**config.mk**
```make
export PLATFORM = sky130hd
export DESIGN_NAME = restoring_div8
export DESIGN_NICKNAME = d
export VERILOG_FILES = /design/src/rtl/restoring_div8.sv
export SDC_FILE = /design/constraint.sdc
export NUM_CORES = 1
export LEC_CHECK = 0
export ABC_AREA = 1
export CAP_MARGIN = 25
export CORE_MARGIN = 1.5
export CORE_UTILIZATION = 49
export DETAILED_ROUTE_END_ITERATION = 12
export HOLD_SLACK_MARGIN = 0.03
export PLACE_DENSITY_LB_ADDON = 0.12
export SETUP_SLACK_MARGIN = 0.4
export SLEW_MARGIN = 20
export SYNTH_ARGS = -nofsm -noshare
export SYNTH_HDL_FRONTEND = slang
export SYNTH_SLANG_ARGS = --single-unit
```
**constraint.sdc**
```tcl
create_clock -name clk -period 1.85 [get_ports clk]
set_clock_uncertainty 0.1 [all_clocks]
set_input_delay 0.4625 -clock clk [delete_from_list [all_inputs] [get_ports clk]]
set_output_delay 0.4625 -clock clk [all_outputs]
set_load 0.03 [all_outputs]
```
**src/rtl/restoring_div8.sv**
```systemverilog
// Sequential 8-bit unsigned restoring divider: one quotient bit per clock,
// eight BUSY cycles per operation, with a one-cycle bypass for a zero divisor.
module restoring_div8 (
  input  logic       clk,
  input  logic       rst,
  input  logic       start,
  input  logic [7:0] Dividend,
  input  logic [7:0] Divisor,
  output logic [7:0] Quotient,
  output logic [7:0] Remainder,
  output logic       busy,
  output logic       done,
  output logic       div_by_zero
);

  typedef enum logic [1:0] {
    S_IDLE,
    S_BUSY,
    S_DONE
  } state_e;

  state_e     state_q;
  logic [2:0] cnt_q;
  logic [7:0] r_q, q_q, d_q;
  logic [7:0] quot_q, rem_q;
  logic       busy_q, done_q, dbz_q;

  logic [8:0] t_d;
  logic [7:0] r_d, q_d;

  // One restoring step: trial-subtract the divisor from the shifted remainder
  // and keep the difference only when it does not borrow.
  always_comb begin
    // NOTE: every always_comb output gets a default first so no path can infer a latch.
    r_d = {r_q[6:0], q_q[7]};
    q_d = {q_q[6:0], 1'b0};
    t_d = {r_q, q_q[7]} - {1'b0, d_q};
    if (!t_d[8]) begin
      r_d = t_d[7:0];
      q_d = {q_q[6:0], 1'b1};
    end
  end

  // NOTE: sequential state uses non-blocking assignments only, so every register
  // samples pre-edge values regardless of statement order.
  always_ff @(posedge clk or posedge rst) begin
    if (rst) begin
      state_q <= S_IDLE;
      cnt_q   <= '0;
      r_q     <= '0;
      q_q     <= '0;
      d_q     <= '0;
      quot_q  <= '0;
      rem_q   <= '0;
      busy_q  <= 1'b0;
      done_q  <= 1'b0;
      dbz_q   <= 1'b0;
    end else begin
      case (state_q)
        S_IDLE, S_DONE: begin
          if (start) begin
            if (Divisor == 8'd0) begin
              state_q <= S_DONE;
              busy_q  <= 1'b0;
              done_q  <= 1'b1;
              quot_q  <= 8'hFF;
              rem_q   <= Dividend;
              dbz_q   <= 1'b1;
            end else begin
              state_q <= S_BUSY;
              busy_q  <= 1'b1;
              done_q  <= 1'b0;
              q_q     <= Dividend;
              d_q     <= Divisor;
              r_q     <= '0;
              cnt_q   <= '0;
            end
          end else begin
            state_q <= S_IDLE;
            busy_q  <= 1'b0;
            done_q  <= 1'b0;
          end
        end
        S_BUSY: begin
          r_q   <= r_d;
          q_q   <= q_d;
          cnt_q <= cnt_q + 3'd1;
          // The eighth step's result goes straight to the output registers.
          if (cnt_q == 3'd7) begin
            state_q <= S_DONE;
            busy_q  <= 1'b0;
            done_q  <= 1'b1;
            quot_q  <= q_d;
            rem_q   <= r_d;
            dbz_q   <= 1'b0;
          end
        end
        default: begin
          state_q <= S_IDLE;
          busy_q  <= 1'b0;
          done_q  <= 1'b0;
        end
      endcase
    end
  end

  assign Quotient    = quot_q;
  assign Remainder   = rem_q;
  assign busy        = busy_q;
  assign done        = done_q;
  assign div_by_zero = dbz_q;

endmodule

```
---- Word-level counts from Yosys, hierarchy flattened ----
Index checks and enable logic that the tools add are counted.
storage, ports and cells
  register bits ........................... 48
  input port bits ......................... 19
  output and inout port bits .............. 19
operators by class
  add/sub/neg operators ................... 2
  eq/ne operators ......................... 7
  mux-type cells .......................... 34
  bitwise logic cells ..................... 1
  reductions and logical operators ........ 7
operators by type and width
  cell                                                                    number
  8-bit two-way mux                                                       11
  8-bit case mux with 2 select lines                                      4
  1-bit two-way mux                                                       9
  9-bit by 8-bit subtractor with 9-bit output                             1
  8-bit logical NOT                                                       1
  2-bit inequality test (second input constant)                           4
  2-bit two-way mux                                                       3
  3-bit two-way mux                                                       2
  1-bit case mux with 2 select lines                                      3
  3-bit case mux with 2 select lines                                      1
  3-bit AND reduction                                                     2
  2-bit case mux with 2 select lines                                      1
  4-bit AND reduction                                                     1
  3-bit by 1-bit adder with 3-bit output (second input constant)          1
  3-bit equality test (second input constant)                             1
  2-bit by 1-bit equality test with 1-bit output (second input constant)  1
  2-bit equality test (second input constant)                             1
  2-bit logical NOT                                                       1
  2-bit nonzero test                                                      1
  2-bit OR reduction                                                      1
  1-bit inverter                                                          1

---- Logic depth before layout (Yosys ltp) ----
  depth in word-level cells ............... 4
  gate-level depth with buffers ........... 14
  gate-level depth less buffers ........... 14

---- Worst setup path before layout ----
Ideal clock, no wire load.
  kind .................................... flip-flop to flip-flop
  from .................................... register q_q[7]
  to ...................................... register rem_q[1], in the netlist Remainder[1]
  library setup time ...................... 0.113 ns
  arrival ................................. 1.797 ns
  slack ................................... -0.160 ns
  cell stages (with the launch flop) ...... 15
  clock period less this slack ............ 2.010 ns
  cell sequence ........................... dfrtp_1 > inv_1 > ha_1 > inv_1 > fa_1 > nand2_1 > nand2_1 > nand3_1 > nand2_1 > nand2_1 > nand2_1 > nand3_1 > nand3_1 > nand2_1 > inv_1
on the way
  word-level cells in the longest chain between the ends .. 4
RTL lines
  what                                         line  source
  from (decl)                                  24    logic [7:0] r_q, q_q, d_q;
  from (signal assigned)                       73    q_q <= Dividend;
  from (signal assigned)                       86    q_q <= q_d;
  9-bit by 8-bit subtractor with 9-bit output  37    t_d = {r_q, q_q[7]} - {1'b0, d_q};
  8-bit two-way mux                            38    if (!t_d[8]) begin
  8-bit two-way mux                            89    if (cnt_q == 3'd7) begin
  8-bit case mux with 2 select lines           59    case (state_q)
  to (signal assigned)                         67    rem_q <= Dividend;
  to (signal assigned)                         94    rem_q <= r_d;
  to (decl)                                    25    logic [7:0] quot_q, rem_q;
Every way passes these cells. The select of a mux whose other input is x is not followed.
A chain may end at the register's enable or synchronous reset.

---- Worst setup path after layout ----
  from .................................... register q_q[7]
  to ...................................... register rem_q[3], in the netlist Remainder[3]
Same word-level chain as after synthesis.

==> flow_metrics.py <==
metrics = {
    "route": {
        "via_count": 2949,
        "drc": 0,
        "ant_nets": 0,
        "wirelength_mm": 11.0,
        "dr.pass1.iters": 6,
        "vias_per_cell": 5.84,
        "wl_per_cell_microns": 21.8,
        "drt_iter0_markers": 360,
    },
    "global_route": {
        "grt_max_degree": 29,
        "grt-busiest-layer": "met2",
        "grt_pass1_vias": 2669,
        "use_met2_pct": 55.0,
        "met3_usage_pct": 5.96,
        "use_met1_pct": 37.0,
        "grt_usage_pct": 30.8,
        "grt_pass1_wl_mm": 12.5,
        "antenna_found_initial": 0,
        "overflow": 0,
    },
    "min_path": {
        "hold_path_class": "in2reg",
    },
    "synthesis": {
        "seq_area_frac_synth_pct": 46.0,
        "ys_warn_count": 0,
        "synth_nets": 355,
        "netlist_area_sq_mm": 0.00250,
        "syn_area_per_cell_sq_um": 7.69,
        "synthTopCellsByArea": "dfrtp_1 (46%), nand2_1 (11%), inv_1 (8.7%)",
        "synth.largest_area_cell": "dfrtp_1",
        "synth.distinct_cells": 29,
        "synthCells": 325,
        "synth_top_area_share_pct": 46.0,
        "ys_seq_elements": 46,
    },
    "worst_setup_path": {
        "cpPeakStageDelay_ns": 0.42,
        "start_kind": "flop",
        "crit_path_frequent_cell": "nand2_4",
        "worstPathArrival_ns": 2.37,
        "crit_family": "simple AND/OR/NAND/NOR gates",
        "crit_type": "reg2reg",
        "crit_chain": "inv_2, ha_4, inv_2, fa_2, nand2_2, nand2_4, nand3_4, nand2_4, nand2_4, nand2_8, nand3_2, nand3_2, nand2_1, inv_1",
        "worstSetupEndpointType": "flop",
        "cp.buffers_inverters": 3,
        "required_ns": 1.95,
        "slowest_stage": "dfrtp_1",
        "crit_fanout": 8,
    },
    "flow_run": {
        "drv_cap": 0,
    },
    "sta": {
        "slew_violations": 0,
        "fmax_ghz": 0.440,
        "fin_ws_ns": -0.422,
        "hold_viol": 0,
        "maxSlewHeadroom_pct": 68.8,
        "finalSetupViolations": 18,
        "rsz0062_at_grt": "true",
        "fin_crit_ns": 2.27,
        "worst_pin_slew_ns": 0.464,
        "fin_crit_sh_pct": 123,
    },
    "power": {
        "finalPower_w": 0.00946,
        "irDropWorstVdd_mv": 1.92,
        "p_per_area_mw_per_mm2": 2170,
        "leakagePower_nw": 2.17,
    },
    "clock_network": {
        "cts_buffers": 5,
        "cts.sink_count": 46,
        "htreeDepth": 2,
        "root_buffer": "clkbuf_8",
        "cts_tree": "yes",
        "insertion_delay_ns": 0.31,
        "cts_buffer_depth": 2,
        "cts_hold_buffers": 0,
        "clk_pin_slew_worst_paths_ns": 0.09,
    },
    "finish": {
        "final_common_cell": "buf_4",
        "drive_above_1_share_pct": 48.6,
        "area_growth_pct": 74.0,
        "mostFrequentLayoutCells": "buf_4 (57), nand2_1 (55), inv_1 (50), dfrtp_1 (44), buf_6 (27)",
        "final_util_pct": 90.3,
        "insertedDiodeCount": 0,
        "fin_nets": 467,
    },
    "die": {
        "ios": 38,
        "initial_core_util_pct": 51.9,
        "fp-row-count": 25,
        "die_area_sq_mm": 0.00554,
        "die-height_microns": 74.4,
        "dieWidth_microns": 74.4,
        "coreArea_sq_mm": 0.00482,
    },
    "placed_design": {
        "gp_congestion": 0.819,
        "dp_slack_ns": -0.369,
        "hpwl_mm": 4.59,
        "port-buffer-count": 37,
    },
    "status": {
        "status": "complete, but fails checks",
        "violations": "setup timing",
    },
}
## cells by family (layout without fill, tap and decap cells)
| family | count (synthesis) | after routing | share of synthesized area (%) |
|---|---|---|---|
| AND/OR/NAND/NOR | 158 | 159 | 27.4 |
| buffers and inverters | 69 | 181 | 10.8 |
| flip-flops | 46 | 46 | 46.0 |
| AO/OA/AOI/OAI | 37 | 37 | 8.51 |
| adder cells (fa/ha/maj) | 11 | 11 | 5.81 |
| XOR/XNOR | 3 | 3 | 1.05 |
| multiplexers | 1 | 1 | 0.450 |
## cell usage after synthesis
library cell / instances
xor2_1: 2
or2_0: 3
mux2_2: 1
fa_1: 1
buf_2: 2
nor2_2: 1
a22o_1: 2
nand2_1: 75
clkbuf_1: 5
o221ai_1: 1
nand2_2: 1
nand4_1: 1
o21ai_2: 1
buf_6: 1
dfrtp_1: 46
nand3_1: 41
nand2_4: 1
a31oi_1: 8
clkinv_1: 1
ha_1: 10
or2_4: 1
or2_2: 5
o211ai_1: 1
nor2_1: 29
o21ai_0: 18
inv_2: 2
xnor2_1: 1
inv_1: 58
a21oi_1: 6
## path summary, 6_finish.rpt
check | from | end | slack, ns | cells after the start
max | q_q[7]$_DFFE_PP0P_ | Remainder[3]$_DFFE_PP0P_ | -0.42 | 14
min reg2reg | d_q[5]$_DFFE_PP0P_ | d_q[5]$_DFFE_PP0P_ | 0.43 | 2
max in group asynchronous | rst | busy$_DFFE_PP0N_ | 0.81 | 3
max reg2reg | q_q[7]$_DFFE_PP0P_ | Remainder[3]$_DFFE_PP0P_ | -0.42 | 14
min | Divisor[1] | d_q[1]$_DFFE_PP0P_ | 0.35 | 3
min in group asynchronous | rst | cnt_q[2]$_DFFE_PP0P_ | 0.37 | 2
## routing by layer
layer	up-vias	wire length (microns)
met5	-	0
met4	0	705
met3	81	867
met2	215	5510
met1	1400	3910
li1	1253	-
## repair_timing
item,4_1_cts,5_1_grt
setup endpoints to repair,64,63
pin swaps,29,17
gates cloned,4,1
resized for setup,199,94
buffers inserted,20,16
## worst min-delay path, stage by stage
cell     delay [ns]
buf_8          0.09
nor2_4         0.04
a21oi_2        0.12
## metrics by stage
step | TNS [ns] | hold WS (ns) | cell area (sq um) | instances
after global placement | -7.25 | 0.369 | 3380 | 456
after floorplan | -0.141 | 0.351 | 2660 | 325
after CTS | -2.35 | 0.334 | 3910 | 488
after global routing | -6.23 | 0.336 | 4350 | 505
final | -5.24 | 0.345 | 4350 | 505
after detailed placement | -8.67 | 0.364 | 3380 | 456
## report_power, final
part	switching, W	leakage [nW]	total (W)	internal (W)
clock network	0.000379	0.0514	0.000783	0.000404
registers	0.000359	0.543	0.00182	0.00146
logic	0.00395	1.58	0.00685	0.00290
## registers in the layout, summed over array words and instances (netlist names)
name and cells:
Quotient 8, Remainder 8, d_q 8, q_q 8, r_q 8, cnt_q 3
busy 1, div_by_zero 1, state_q 1
## area by class of cell
| cell class | instances | area (sq um) |
|---|---|---|
| multi-input cells | 211 | 1640 |
| flip-flops and latches | 46 | 1150 |
| repair buffers | 111 | 1100 |
| fillers | 183 | 467 |
| inverters | 61 | 258 |
| well taps | 67 | 83.8 |
| clock buffers | 6 | 72.6 |
| clock inverters | 2 | 37.5 |
| repair inverters | 1 | 6.26 |
No activity file was read; power rests on OpenSTA's default activity.
